--- src/rtl/anubis_pkg.sv ---
// Shared types and GF(2^8) helpers for the Anubis theta diffusion datapath.
// Field polynomial is x^8+x^4+x^3+x^2+1 (0x11D); only its low byte is needed for reduction.
package anubis_pkg;

    localparam logic [7:0] GF_POLY_LO = 8'h1D;
    localparam int         ROW_W      = 32;

    typedef enum logic [1:0] {
        IDLE = 2'd0,
        BUSY = 2'd1,
        HOLD = 2'd2
    } state_t;

    function automatic logic [7:0] xtime(input logic [7:0] b);
        xtime = {b[6:0], 1'b0} ^ (b[7] ? GF_POLY_LO : 8'h00);
    endfunction

    function automatic logic [7:0] gf_mul4(input logic [7:0] b);
        gf_mul4 = xtime(xtime(b));
    endfunction

endpackage

--- src/rtl/anubis_theta_row.sv ---
// One 32-bit row multiplied by the involutory MDS matrix H = [1 2 4 6; 2 1 6 4; 4 6 1 2; 6 4 2 1].
// Purely combinational; the shared pair sums let each output use one xtime and one gf_mul4.
module anubis_theta_row
    import anubis_pkg::*;
(
    input  logic [ROW_W-1:0] row,
    output logic [ROW_W-1:0] mixed
);

    logic [7:0] b0, b1, b2, b3;
    logic [7:0] s13, s02, s23, s01;
    logic [7:0] c0, c1, c2, c3;

    assign {b3, b2, b1, b0} = row;

    assign s13 = b1 ^ b3;
    assign s02 = b0 ^ b2;
    assign s23 = b2 ^ b3;
    assign s01 = b0 ^ b1;

    assign c0 = b0 ^ xtime(s13) ^ gf_mul4(s23);
    assign c1 = b1 ^ xtime(s02) ^ gf_mul4(s23);
    assign c2 = b2 ^ xtime(s13) ^ gf_mul4(s01);
    assign c3 = b3 ^ xtime(s02) ^ gf_mul4(s01);

    assign mixed = {c3, c2, c1, c0};

endmodule

--- src/rtl/anubis_theta_pipe.sv ---
// Handshaked theta stage: one block register transformed in place, ROWS_PER_CYCLE rows per BUSY cycle.
// Bypassed blocks skip BUSY and are presented unchanged on the cycle after acceptance.
module anubis_theta_pipe
    import anubis_pkg::*;
#(
    parameter int  ROWS           = 4,
    parameter int  ROWS_PER_CYCLE = 4,
    localparam int DATA_W         = ROW_W * ROWS
) (
    input  logic              clk,
    input  logic              rst,
    input  logic              in_valid,
    output logic              in_ready,
    input  logic [DATA_W-1:0] in_data,
    input  logic              in_bypass,
    output logic              out_valid,
    input  logic              out_ready,
    output logic [DATA_W-1:0] out_data
);

    localparam int S     = ROWS / ROWS_PER_CYCLE;
    localparam int CNT_W = (S > 1) ? $clog2(S) : 1;

    if ((ROWS < 4) || (ROWS > 10) || (ROWS_PER_CYCLE < 1) ||
        ((ROWS % ROWS_PER_CYCLE) != 0)) begin : g_bad_cfg
        $error("anubis_theta_pipe: ROWS must be 4..10 and divisible by ROWS_PER_CYCLE");
    end

    state_t             state, state_nxt;
    logic [CNT_W-1:0]   row_cnt, row_cnt_nxt;
    logic [DATA_W-1:0]  blk_p1, blk_nxt, blk_theta;
    logic               vld_p1;
    logic               accept;

    logic [ROW_W-1:0]   slice_rows [ROWS_PER_CYCLE];
    logic [ROW_W-1:0]   mixed_rows [ROWS_PER_CYCLE];

    // Slice mux: select the RPC rows addressed by row_cnt
    always_comb begin
        for (int i = 0; i < ROWS_PER_CYCLE; i++) begin
            slice_rows[i] = '0;
            for (int s = 0; s < S; s++) begin
                if (row_cnt == CNT_W'(s)) begin
                    slice_rows[i] = blk_p1[(s*ROWS_PER_CYCLE + i)*ROW_W +: ROW_W];
                end
            end
        end
    end

    for (genvar i = 0; i < ROWS_PER_CYCLE; i++) begin : g_row
        anubis_theta_row u_row (
            .row   (slice_rows[i]),
            .mixed (mixed_rows[i])
        );
    end

    // Write-back: only the addressed slice changes, the rest of the block is kept
    always_comb begin
        blk_theta = blk_p1;
        for (int s = 0; s < S; s++) begin
            for (int i = 0; i < ROWS_PER_CYCLE; i++) begin
                if (row_cnt == CNT_W'(s)) begin
                    blk_theta[(s*ROWS_PER_CYCLE + i)*ROW_W +: ROW_W] = mixed_rows[i];
                end
            end
        end
    end

    assign vld_p1    = (state == HOLD);
    assign in_ready  = !rst && ((state == IDLE) || ((state == HOLD) && out_ready));
    assign accept    = in_valid && in_ready;
    assign out_valid = vld_p1;
    assign out_data  = blk_p1;

    always_comb begin
        state_nxt   = state;
        row_cnt_nxt = row_cnt;
        blk_nxt     = blk_p1;
        unique case (state)
            IDLE: begin
                if (accept) begin
                    blk_nxt     = in_data;
                    row_cnt_nxt = '0;
                    state_nxt   = in_bypass ? HOLD : BUSY;
                end
            end
            BUSY: begin
                blk_nxt = blk_theta;
                if (row_cnt == CNT_W'(S - 1)) begin
                    row_cnt_nxt = '0;
                    state_nxt   = HOLD;
                end else begin
                    row_cnt_nxt = row_cnt + CNT_W'(1);
                end
            end
            HOLD: begin
                if (accept) begin
                    blk_nxt     = in_data;
                    row_cnt_nxt = '0;
                    state_nxt   = in_bypass ? HOLD : BUSY;
                end else if (out_ready) begin
                    state_nxt = IDLE;
                end
            end
            default: begin
                state_nxt   = IDLE;
                row_cnt_nxt = '0;
            end
        endcase
    end

    // Block register stage
    always_ff @(posedge clk) begin
        if (rst) begin
            state   <= IDLE;
            row_cnt <= '0;
            blk_p1  <= '0;
        end else begin
            state   <= state_nxt;
            row_cnt <= row_cnt_nxt;
            blk_p1  <= blk_nxt;
        end
    end

endmodule

--- config.mk ---
export PLATFORM = sky130hd
export DESIGN_NAME = anubis_theta_pipe
export DESIGN_NICKNAME = d
export VERILOG_FILES = /design/src/rtl/anubis_pkg.sv /design/src/rtl/anubis_theta_row.sv /design/src/rtl/anubis_theta_pipe.sv
export SDC_FILE = /design/constraint.sdc
export NUM_CORES = 1
export LEC_CHECK = 0
export ABC_AREA = 1
export BUFFER_PORTS_ARGS = -buffer_cell sky130_fd_sc_hd__buf_2
export CORE_MARGIN = 2
export CORE_UTILIZATION = 35
export DETAILED_ROUTE_END_ITERATION = 12
export GPL_TIMING_DRIVEN = 0
export PLACE_DENSITY_LB_ADDON = 0.1
export SYNTH_ARGS = -nofsm -noshare
export SYNTH_HDL_FRONTEND = slang
export SYNTH_SLANG_ARGS = --single-unit
--- constraint.sdc ---
create_clock -name clk -period 4.49 [get_ports clk]
set_input_delay 0.898 -clock clk [delete_from_list [all_inputs] [get_ports clk]]
set_output_delay 0.898 -clock clk [all_outputs]
set_load 0.03 [all_outputs]
==> flow_summary_export.csv, run 1 <==
group,metric,value,unit
outcome,status,"finished clean",
grt,grt_overflow,0,
sta,rsz0062_at_grt,"no",
setup_path,timing_worst_setup_path_type,"reg2out",
cts,insertion_delay,440,ps
setup_path,r2r_setup_slack,2130,ps
cells_and_area,drive_gt1_share,13.6,%
routing,avgRoutedWirePerCell,16.3,um
place,dp_cells,3047,
cts,clockRootBuffer,"clkbuf_16",
setup_path,critPathRequiredTime,3590,ps
die,die_area,37500,sq um
synthesis,yosysWarnings,0,
routing,dr.pass1.iters,8,
cells_and_area,final_area,15100,sq um
sta,setup_tns,0,ps
cts,cts_buffer_depth,2,
routing,drt_iter0_markers,1018,
routing,vias,15100,
place,dpl.hpwl,38.0,mm
grt,first_global_vias,14200,
setup_path,r2r-end,"out_data[91]$_SDFFE_PP0P_",
synthesis,synth_area_leader_cell,"nand2_1",
place,pre_cts_ws,2020,ps
routing,routed_via_density,4.90,
place,io_buffers,262,
hold_path,min_to,"out_data[48]$_SDFFE_PP0P_",
setup_path,worstPathArrival,1790,ps
cells_and_area,fill_cells,3950,
cts,cts_resized,0,
power_and_ir_drop,p_per_area,342,nW/um^2
cells_and_area,fin_nets,2738,
cts,cts_setup_buffers,0,
setup_path,critical_path.endpoint_type,"primary output",
synthesis,netlist.area_leader.share,29.5,%
routing,drt_wl_total,50.0,mm
cts,cts_made_buffers,17,
synthesis,synth_seq_cells,130,
setup_path,path_cells,"buf_6, clkbuf_1, nor2_1, buf_2",
setup_path,reg2reg_depth,6,
sta,max_freq,372,MHz
grt,grtUsageTotal,26.2,%
power_and_ir_drop,p_leak,0.00752,uW
synthesis,syn_inst,2324,
routing,antenna_left,0,
die,initial_core_util,35.5,%
place,routabilityCongestion,0.892,
power_and_ir_drop,ir_drop,0.277,mV
cts,tritoncts,"yes",
routing,drc_errors,0,
hold_path,worstHoldStart,"out_data[48]$_SDFFE_PP0P_",
hold_path,holdPathStages,2,
sta,final_hold_viol_count,0,
setup_path,path_max_fanout,10,
setup_path,critPathLaunchType,"flop",
cells_and_area,stdcell_count,3076,
setup_path,cpPeakStageDelay,510,ps
synthesis,syn_avg_cell_area,5.42,sq um
die,core_area,35500,sq um
cts,clkSlewWorstSetupHoldPaths,70,ps
synthesis,ys_seq_area_share,20.7,%
sta,period_needed,2690,ps
flow_run,cap_viol_max_count,0,
sta,slew_violations,0,
sta,setup_viol,0,
cells_and_area,area_growth,19.8,%
synthesis,syn_nets,2457,
grt,antenna_found_initial,1,
grt,grt_first_pass_wirelength,76.9,mm
cells_and_area,antenna_cells,0,
die,rows,69,
sta,finClkSkew,12.1,ps
die,io_pins,263,
setup_path,worst_path_max_delay_cell,"clkbuf_1",
place,placed_area,14500,sq um
cts,postCtsHoldBufs,0,
die,die_w,194,um
hold_path,worstHoldPathType,"reg2reg",
synthesis,netlist_area,12600,sq um
grt,grt_max_degree,17,
cts,h-tree-depth,4,
sta,worstMarginPinSlew,1010,ps
setup_path,reg2reg_from,"state[0]$_SDFFE_PP0P_",
cts,clock-sinks,130,
die,die_y,194,um
synthesis,synthTopCellsByArea,"nand2_1 (29%), dfxtp_1 (21%), nor2_1 (8.9%)",
sta,relSlewSlack,32.8,%
sta,period_share,59.9,%
synthesis,synth_cell_types,25,
cells_and_area,final_core_util,42.5,%
sta,final.setup.worst_slack,1800,ps
[through the flow]
| step | hold WS (ps) | power [uW] |
|---|---|---|
| floorplan | 613 | 3010 |
| global route | 585 | 5520 |
| global placement | 532 | 3590 |
| detailed placement | 537 | 3620 |
| finish | 548 | 5160 |
| CTS | 546 | 5170 |
[critical path, delay by kind of cell (launching register included)]
| family | cells | cell delay (ps) |
|---|---|---|
| buf+inv | 3 | 870 |
| flops | 1 | 320 |
| simple gates | 1 | 150 |
[routing by layer]
layer / global-route usage, % / vias to the layer above / part of all wire, %
met5: 0 / - / 0.020
met4: 12.2 / 2 / 4.2
met3: 4.12 / 98 / 6.4
met2: 42.7 / 515 / 45
met1: 33.8 / 6798 / 44
li1: - / 7672 / -
[cell usage after synthesis]
cell type / count
inv_1: 135
nand2_4: 1
xor2_1: 105
buf_1: 1
o21ai_0: 44
xnor2_1: 101
a21oi_1: 142
dfxtp_1: 130
and2_1: 1
nor2_2: 1
or2_2: 1
inv_4: 1
nand2_1: 990
nor2_1: 298
o21a_2: 1
buf_6: 23
o211ai_1: 6
o21ai_1: 30
o2111ai_1: 1
clkbuf_2: 15
clkbuf_1: 115
o21ai_4: 1
nand3_1: 158
buf_2: 5
inv_2: 18
[worst max path at each step]
stage                                startpoint                         end  cells past startpoint
after floorplan                             rst                    in_ready                      2
after global placement                      rst  out_data[124]$_SDFFE_PP0P_                     11
after detailed placement                    rst  out_data[124]$_SDFFE_PP0P_                     11
after CTS                 state[0]$_SDFFE_PP0P_                   out_valid                      4
after global routing      state[0]$_SDFFE_PP0P_                   out_valid                      4
final                     state[0]$_SDFFE_PP0P_                   out_valid                      4
[cell usage in the layout, fill, tap and decap left out]
master	instances
o21ai_0	44
nor2_1	298
nand3_1	158
bufinv_16	3
clkbuf_1	117
xnor2_1	101
inv_4	1
clkbuf_8	5
inv_1	135
a21oi_1	142
clkinv_2	2
o211ai_1	6
xor2_1	105
o21ai_1	30
inv_2	18
clkbuf_16	17
buf_1	1
o2111ai_1	1
nand2_1	990
nand2_4	1
clkbuf_2	15
o21a_2	1
buf_6	23
buf_2	267
nor2_2	1
dfxtp_1	130
or2_2	1
o21ai_4	1
and2_1	1
[flip-flops by register name (all words and copies together), names as in the netlist]
name / flops
out_data: 128
state: 2
[area by class of cell]
cell class / count / area (sq um) / share of cell area (%)
inverters: 154 / 581 / 3.85
flip-flops and latches: 130 / 2600 / 17.2
multi-input cells: 1881 / 8620 / 57.1
repair buffers: 262 / 1310 / 8.69
well taps: 461 / 577 / 3.82
plain buffers: 159 / 795 / 5.27
clock buffers: 24 / 502 / 3.33
clock inverters: 5 / 100 / 0.663
[cell families after synthesis]
family	count (synthesis)	share of synthesized area, %
AOI/OAI and AO/OA	225	9.21
xor gates and xnor gates	206	14.3
buffers and inverters	313	10.9
DFF	130	20.7
and+or+nand+nor	1450	44.9
[where the power goes]
part	internal (uW)	leakage (uW)	switching, uW
Combinational	748	0.00616	1540
Clock	938	0.000298	603
Sequential	1240	0.00106	89.8
Note: power is estimated with default switching activity, not from simulation.
==> inputs of run 2 (changes only) <==
Clock period 4.49 ns to 2.23 ns, I/O delays scaled along.
==> run 2 against run 1 <==
Against the previous run:
- largest power group unchanged
- critical endpoint is now out_data[127]$_SDFFE_PP0P_
- critical path type is now reg2reg
- register-to-register slack got worse by 1900 ps
- cell count unchanged
- global-route usage is the same
- die area did not move
- utilization about the same
- worst hold slack got worse by 330 ps
- clock-buffer cell count did not move
==> flow_summary_export.csv, run 2 (synthesis results as in run 1) <==
group,metric,value,unit
cts,clkSlewWorstSetupHoldPaths,70,ps
die,die_area,37500,sq um
outcome,status,"finished clean",
cells_and_area,drive_gt1_share,14.0,%
cells_and_area,final_core_util,42.6,%
sta,worstMarginPinSlew,862,ps
place,dpl.hpwl,38.0,mm
grt,grt_overflow,0,
sta,finClkSkew,11.1,ps
routing,vias,15100,
grt,grt_first_pass_wirelength,76.9,mm
power_and_ir_drop,p_per_area,688,nW/um^2
grt,grtUsageTotal,26.2,%
cts,cts_buffer_depth,2,
grt,grt_max_degree,17,
sta,slew_violations,0,
die,core_area,35500,sq um
cells_and_area,area_growth,19.9,%
die,rows,69,
cells_and_area,antenna_cells,0,
routing,avgRoutedWirePerCell,16.3,um
die,initial_core_util,35.5,%
setup_path,worstPathArrival,2330,ps
sta,final_hold_viol_count,0,
hold_path,worstHoldPathType,"in2reg",
power_and_ir_drop,ir_drop,0.561,mV
grt,first_global_vias,14200,
cells_and_area,fin_nets,2738,
routing,drc_errors,0,
flow_run,cap_viol_max_count,0,
setup_path,critPathRequiredTime,2530,ps
cts,insertion_delay,450,ps
cts,tritoncts,"yes",
setup_path,r2r_setup_slack,190,ps
routing,routed_via_density,4.91,
sta,relSlewSlack,42.5,%
setup_path,critPathLaunchType,"flop",
die,die_w,194,um
cells_and_area,largest_reg_flops,128,
grt,antenna_found_initial,1,
sta,whs,222,ps
cells_and_area,fill_cells,3949,
sta,rsz0062_at_grt,"no",
setup_path,path_max_fanout,10,
die,die_y,194,um
cells_and_area,layout_commonest_cell,"nand2_1",
sta,max_freq,491,MHz
place,io_buffers,262,
cts,cts_made_buffers,17,
cts,h-tree-depth,4,
power_and_ir_drop,p_leak,0.00755,uW
setup_path,timing_worst_setup_path_type,"reg2reg",
cts,clock-sinks,130,
routing,drt_wl_total,50.1,mm
sta,setup_viol,0,
setup_path,critical_path.endpoint_type,"flop",
routing,drt_iter0_markers,1028,
cells_and_area,layout_common_cells,"nand2_1 (990), nor2_1 (298), buf_2 (267)",
routing,dr.pass1.iters,8,
cts,postCtsHoldBufs,0,
sta,period_share,91.3,%
place,routabilityCongestion,0.892,
sta,period_needed,2040,ps
routing,antenna_left,0,
die,io_pins,263,
cts,clockRootBuffer,"clkbuf_16",
-- run 2: changes by cell type in the layout (fill, tap and decap cells not counted) --
cell	change
clkbuf_1	-10
clkbuf_2	+10
-- run 2: layer usage --
layer  vias to the layer above  global-route usage [%]  wire length [um]
li1                       7674                       -                 -
met1                      6811                    33.8             22100
met2                       513                    42.7             22500
met3                       100                    4.12              3320
met4                         2                    12.2              2100
met5                         -                       0                13
-- run 2: worst paths after layout --
kind | startpoint | endpoint | cells after the start
min | in_bypass | state[0]$_SDFFE_PP0P_ | 2
max reg2reg | state[0]$_SDFFE_PP0P_ | out_data[127]$_SDFFE_PP0P_ | 6
min reg2reg | out_data[48]$_SDFFE_PP0P_ | out_data[48]$_SDFFE_PP0P_ | 2
max | state[0]$_SDFFE_PP0P_ | out_data[127]$_SDFFE_PP0P_ | 6
-- run 2: timing repair --
action	4_1_cts	5_1_grt
endpoints found under the setup margin	21	20
setup buffers	0	0
cloned	0	0
gates resized for setup	4	12
-- run 2: layout make-up --
cell class                      instances  area [sq um]  area share [%]
Tap cell                              461           577            3.82
Buffer                                159           807            5.34
Multi-Input combinational cell       1881          8620            57.1
Sequential cell                       130          2600            17.2
Clock buffer                           24           502            3.32
Clock inverter                          5           100           0.663
Inverter                              154           581            3.84
Timing Repair Buffer                  262          1310            8.68
-- run 2: metrics by stage --
step                      TNS, ps  cells  setup slack, ps  total power, uW  instance area, sq um
final                           0   3076              193            10400                 15100
after global routing            0   3076             14.8            11100                 15100
after CTS                       0   3076             73.0            10400                 15100
after detailed placement    -1360   3047             -191             7290                 14500
after global placement       -991   3047             -173             7230                 14500
after floorplan                 0   2324              599             6070                 12600
-- run 2: where the power goes --
group / internal (uW) / switching (uW)
Clock: 1890 / 1220
Sequential: 2500 / 181
Combinational: 1510 / 3100
-- run 2: worst max-delay path, stage by stage (launching register included) --
cell	delay, ps
dfxtp_1	320
buf_6	150
clkbuf_1	470
clkbuf_1	480
o21ai_0	170
o21ai_0	200
a21oi_1	90
==> inputs of run 3 (changes only) <==
Settings changed: CORE_UTILIZATION 35 to 34, SYNTH_HIERARCHICAL set to 1.
==> run 3 against run 2 <==
Against the previous run:
- sequential power grew 14%
- via count grew 6.2%
- critical path depth did not move
- utilization decreased by 1.9 points
- final area increased by 9.8%
- total power increased by 18%
- non-clock buffer count shrank 32
- cell count rose by 7.8%
- synthesized cell count rose by 7.1%
- die area up 14%
- maximum frequency is 4.4% lower
- highest routed layer is now met4
==> flow_summary_export.csv, run 3 <==
group,metric,value,unit
die,initial_core_util,34.3,%
sta,setup_viol,0,
synthesis,yosysWarnings,6,
place,pre_cts_ws,114,ps
hold_path,worstHoldPathType,"in2reg",
sta,slew_violations,0,
synthesis,synth_ff_type,"dfxtp_1",
sta,period_needed,2130,ps
cts,insertion_delay,450,ps
setup_path,worstPathArrival,1690,ps
setup_path,r2r-end,"out_data[4]$_SDFFE_PP0P_",
grt,grt_first_pass_wirelength,82.6,mm
cells_and_area,layout_commonest_cell,"nand2_1",
sta,setup_tns,0,ps
cts,clkSlewWorstSetupHoldPaths,60,ps
grt,antenna_found_initial,1,
synthesis,syn_avg_cell_area,5.62,sq um
sta,finClkSkew,13.5,ps
setup_path,reg2reg_depth,13,
die,io_pins,263,
synthesis,synth_area_leader_cell,"nand2_1",
cts,clock-sinks,130,
synthesis,ys_seq_area_share,18.6,%
routing,drt_iter0_markers,954,
setup_path,critPathRequiredTime,1780,ps
sta,final_hold_viol_count,0,
cts,h-tree-depth,4,
synthesis,synth_seq_cells,130,
routing,antenna_left,0,
power_and_ir_drop,ir_drop,0.406,mV
setup_path,reg2reg_from,"out_data[22]$_SDFFE_PP0P_",
sta,worstMarginPinSlew,814,ps
power_and_ir_drop,p_leak,0.00929,uW
die,die_w,207,um
cts,tritoncts,"yes",
flow_run,cap_viol_max_count,0,
routing,dr.pass1.iters,7,
outcome,status,"finished clean",
cells_and_area,area_growth,18.6,%
routing,avgRoutedWirePerCell,16.5,um
setup_path,path_max_fanout,10,
setup_path,crit_start,"state[0]$_SDFFE_PP0P_",
setup_path,critPathLaunchType,"flop",
cells_and_area,fin_nets,2902,
routing,drt_wl_total,54.7,mm
setup_path,crit_end,"in_ready",
power_and_ir_drop,p_per_area,742,nW/um^2
die,die_y,207,um
setup_path,critical_path.endpoint_type,"primary output",
grt,grt_max_degree,17,
sta,period_share,95.6,%
cts,cts_buffer_depth,2,
synthesis,syn_nets,2621,
place,placed_area,16000,sq um
setup_path,timing_worst_setup_path_type,"reg2out",
sta,rsz0062_at_grt,"no",
sta,whs,221,ps
sta,final.setup.worst_slack,98.7,ps
cts,clockRootBuffer,"clkbuf_16",
place,io_buffers,262,
grt,grtUsageTotal,25.3,%
synthesis,synth_cell_types,25,
synthesis,netlist_area,14000,sq um
routing,vias,16000,
grt,first_global_vias,14700,
synthesis,synthArstFlopShare,0,%
cells_and_area,layout_common_cells,"nand2_1 (1341), buf_2 (331), xor2_1 (180)",
synthesis,ys_top_cells_by_count,"nand2_1 (1341), xor2_1 (180), nor2_1 (141)",
cells_and_area,final_core_util,40.7,%
sta,relSlewSlack,45.7,%
die,core_area,40700,sq um
place,routabilityCongestion,0.894,
die,rows,74,
cells_and_area,largest_reg_flops,128,
grt,grt_overflow,0,
synthesis,syn_inst,2488,
synthesis,synth_edf_count,0,
setup_path,r2r_setup_slack,190,ps
synthesis,synthTopCellsByArea,"nand2_1 (36%), dfxtp_1 (19%), xor2_1 (11%)",
sta,max_freq,469,MHz
cts,cts_made_buffers,17,
cells_and_area,final_area,16600,sq um
routing,drc_errors,0,
place,dpl.hpwl,42.2,mm
synthesis,netlist.area_leader.share,36.0,%
synthesis,synth.most_common_cell,"nand2_1",
routing,routed_via_density,4.84,
cells_and_area,fill_cells,4546,
cells_and_area,drive_gt1_share,16.6,%
die,die_area,42700,sq um
-- run 3: cell types whose count changed after synthesis, moves of 58 or more --
cell	change
buf_2	+67
clkbuf_1	-89
inv_1	-58
nand2_1	+351
nand3_1	-77
nand3b_1	+128
nor2_1	-157
xor2_1	+75
-- run 3: area by class of cell --
class | count | area [sq um] | share of cell area (%)
Clock inverter | 13 | 161 | 0.974
Clock buffer | 19 | 433 | 2.61
Timing Repair Buffer | 262 | 1310 | 7.93
Sequential cell | 130 | 2600 | 15.7
Buffer | 127 | 728 | 4.39
Inverter | 105 | 394 | 2.38
Tap cell | 532 | 666 | 4.02
Antenna cell | 1 | 2.50 | 0.0151
Multi-Input combinational cell | 2126 | 10300 | 62.0
-- run 3: repair_timing --
action,CTS,global route
setup buffers,0,0
hold buffers,0,0
resized for setup,5,4
setup endpoints to repair,1,2
-- run 3: metrics by stage --
stage          total power [uW]  std cells
6_report                  12300       3315
5_1_grt                   13200       3314
4_1_cts                   12300       3314
3_5_place_dp               9260       3282
3_3_place_gp               9200       3282
2_1_floorplan              7560       2488
-- run 3: metal layers --
metal | track usage, % | up-vias | routed length (um)
li1 | - | 8209 | -
met1 | 33.1 | 7243 | 24500
met2 | 42.2 | 511 | 25000
met3 | 4.21 | 73 | 3820
met4 | 8.33 | 0 | 1440
met5 | 0 | - | 0
-- run 3: logic make-up (layout without fill, tap and decap cells) --
| kind of cell | after synthesis | in the layout | share of synthesized area (%) |
|---|---|---|---|
| AOI/OAI and AO/OA | 130 | 130 | 4.67 |
| other | 0 | 1 | 0 |
| xor gates and xnor gates | 272 | 272 | 17.5 |
| and+or+nand+nor | 1724 | 1724 | 51.3 |
| DFF | 130 | 130 | 18.6 |
| buffers and inverters | 232 | 526 | 7.92 |
-- run 3: worst min path at each step --
| stage | startpoint | endpoint | slack, ps | cells past startpoint |
|---|---|---|---|---|
| floorplan | in_bypass | state[0]$_SDFFE_PP0P_ | 520 | 1 |
| global placement | state[1]$_SDFFE_PP0P_ | state[1]$_SDFFE_PP0P_ | 550 | 3 |
| detailed placement | out_data[49]$_SDFFE_PP0P_ | out_data[49]$_SDFFE_PP0P_ | 580 | 3 |
| CTS | in_bypass | state[0]$_SDFFE_PP0P_ | 200 | 2 |
| global route | in_bypass | state[0]$_SDFFE_PP0P_ | 200 | 2 |
| finish | in_bypass | state[0]$_SDFFE_PP0P_ | 220 | 2 |
-- run 3: power by group --
group | internal (uW) | switching, uW
clock | 1760 | 1270
sequential | 2560 | 501
combinational | 2180 | 4030
-- run 3: worst max-delay path, stage by stage (launching register included) --
cell and delay [ps]:
dfxtp_1 290, clkbuf_4 210, buf_4 220, nor2_1 130, nor2_1 70, nor2_1 120, buf_4 200
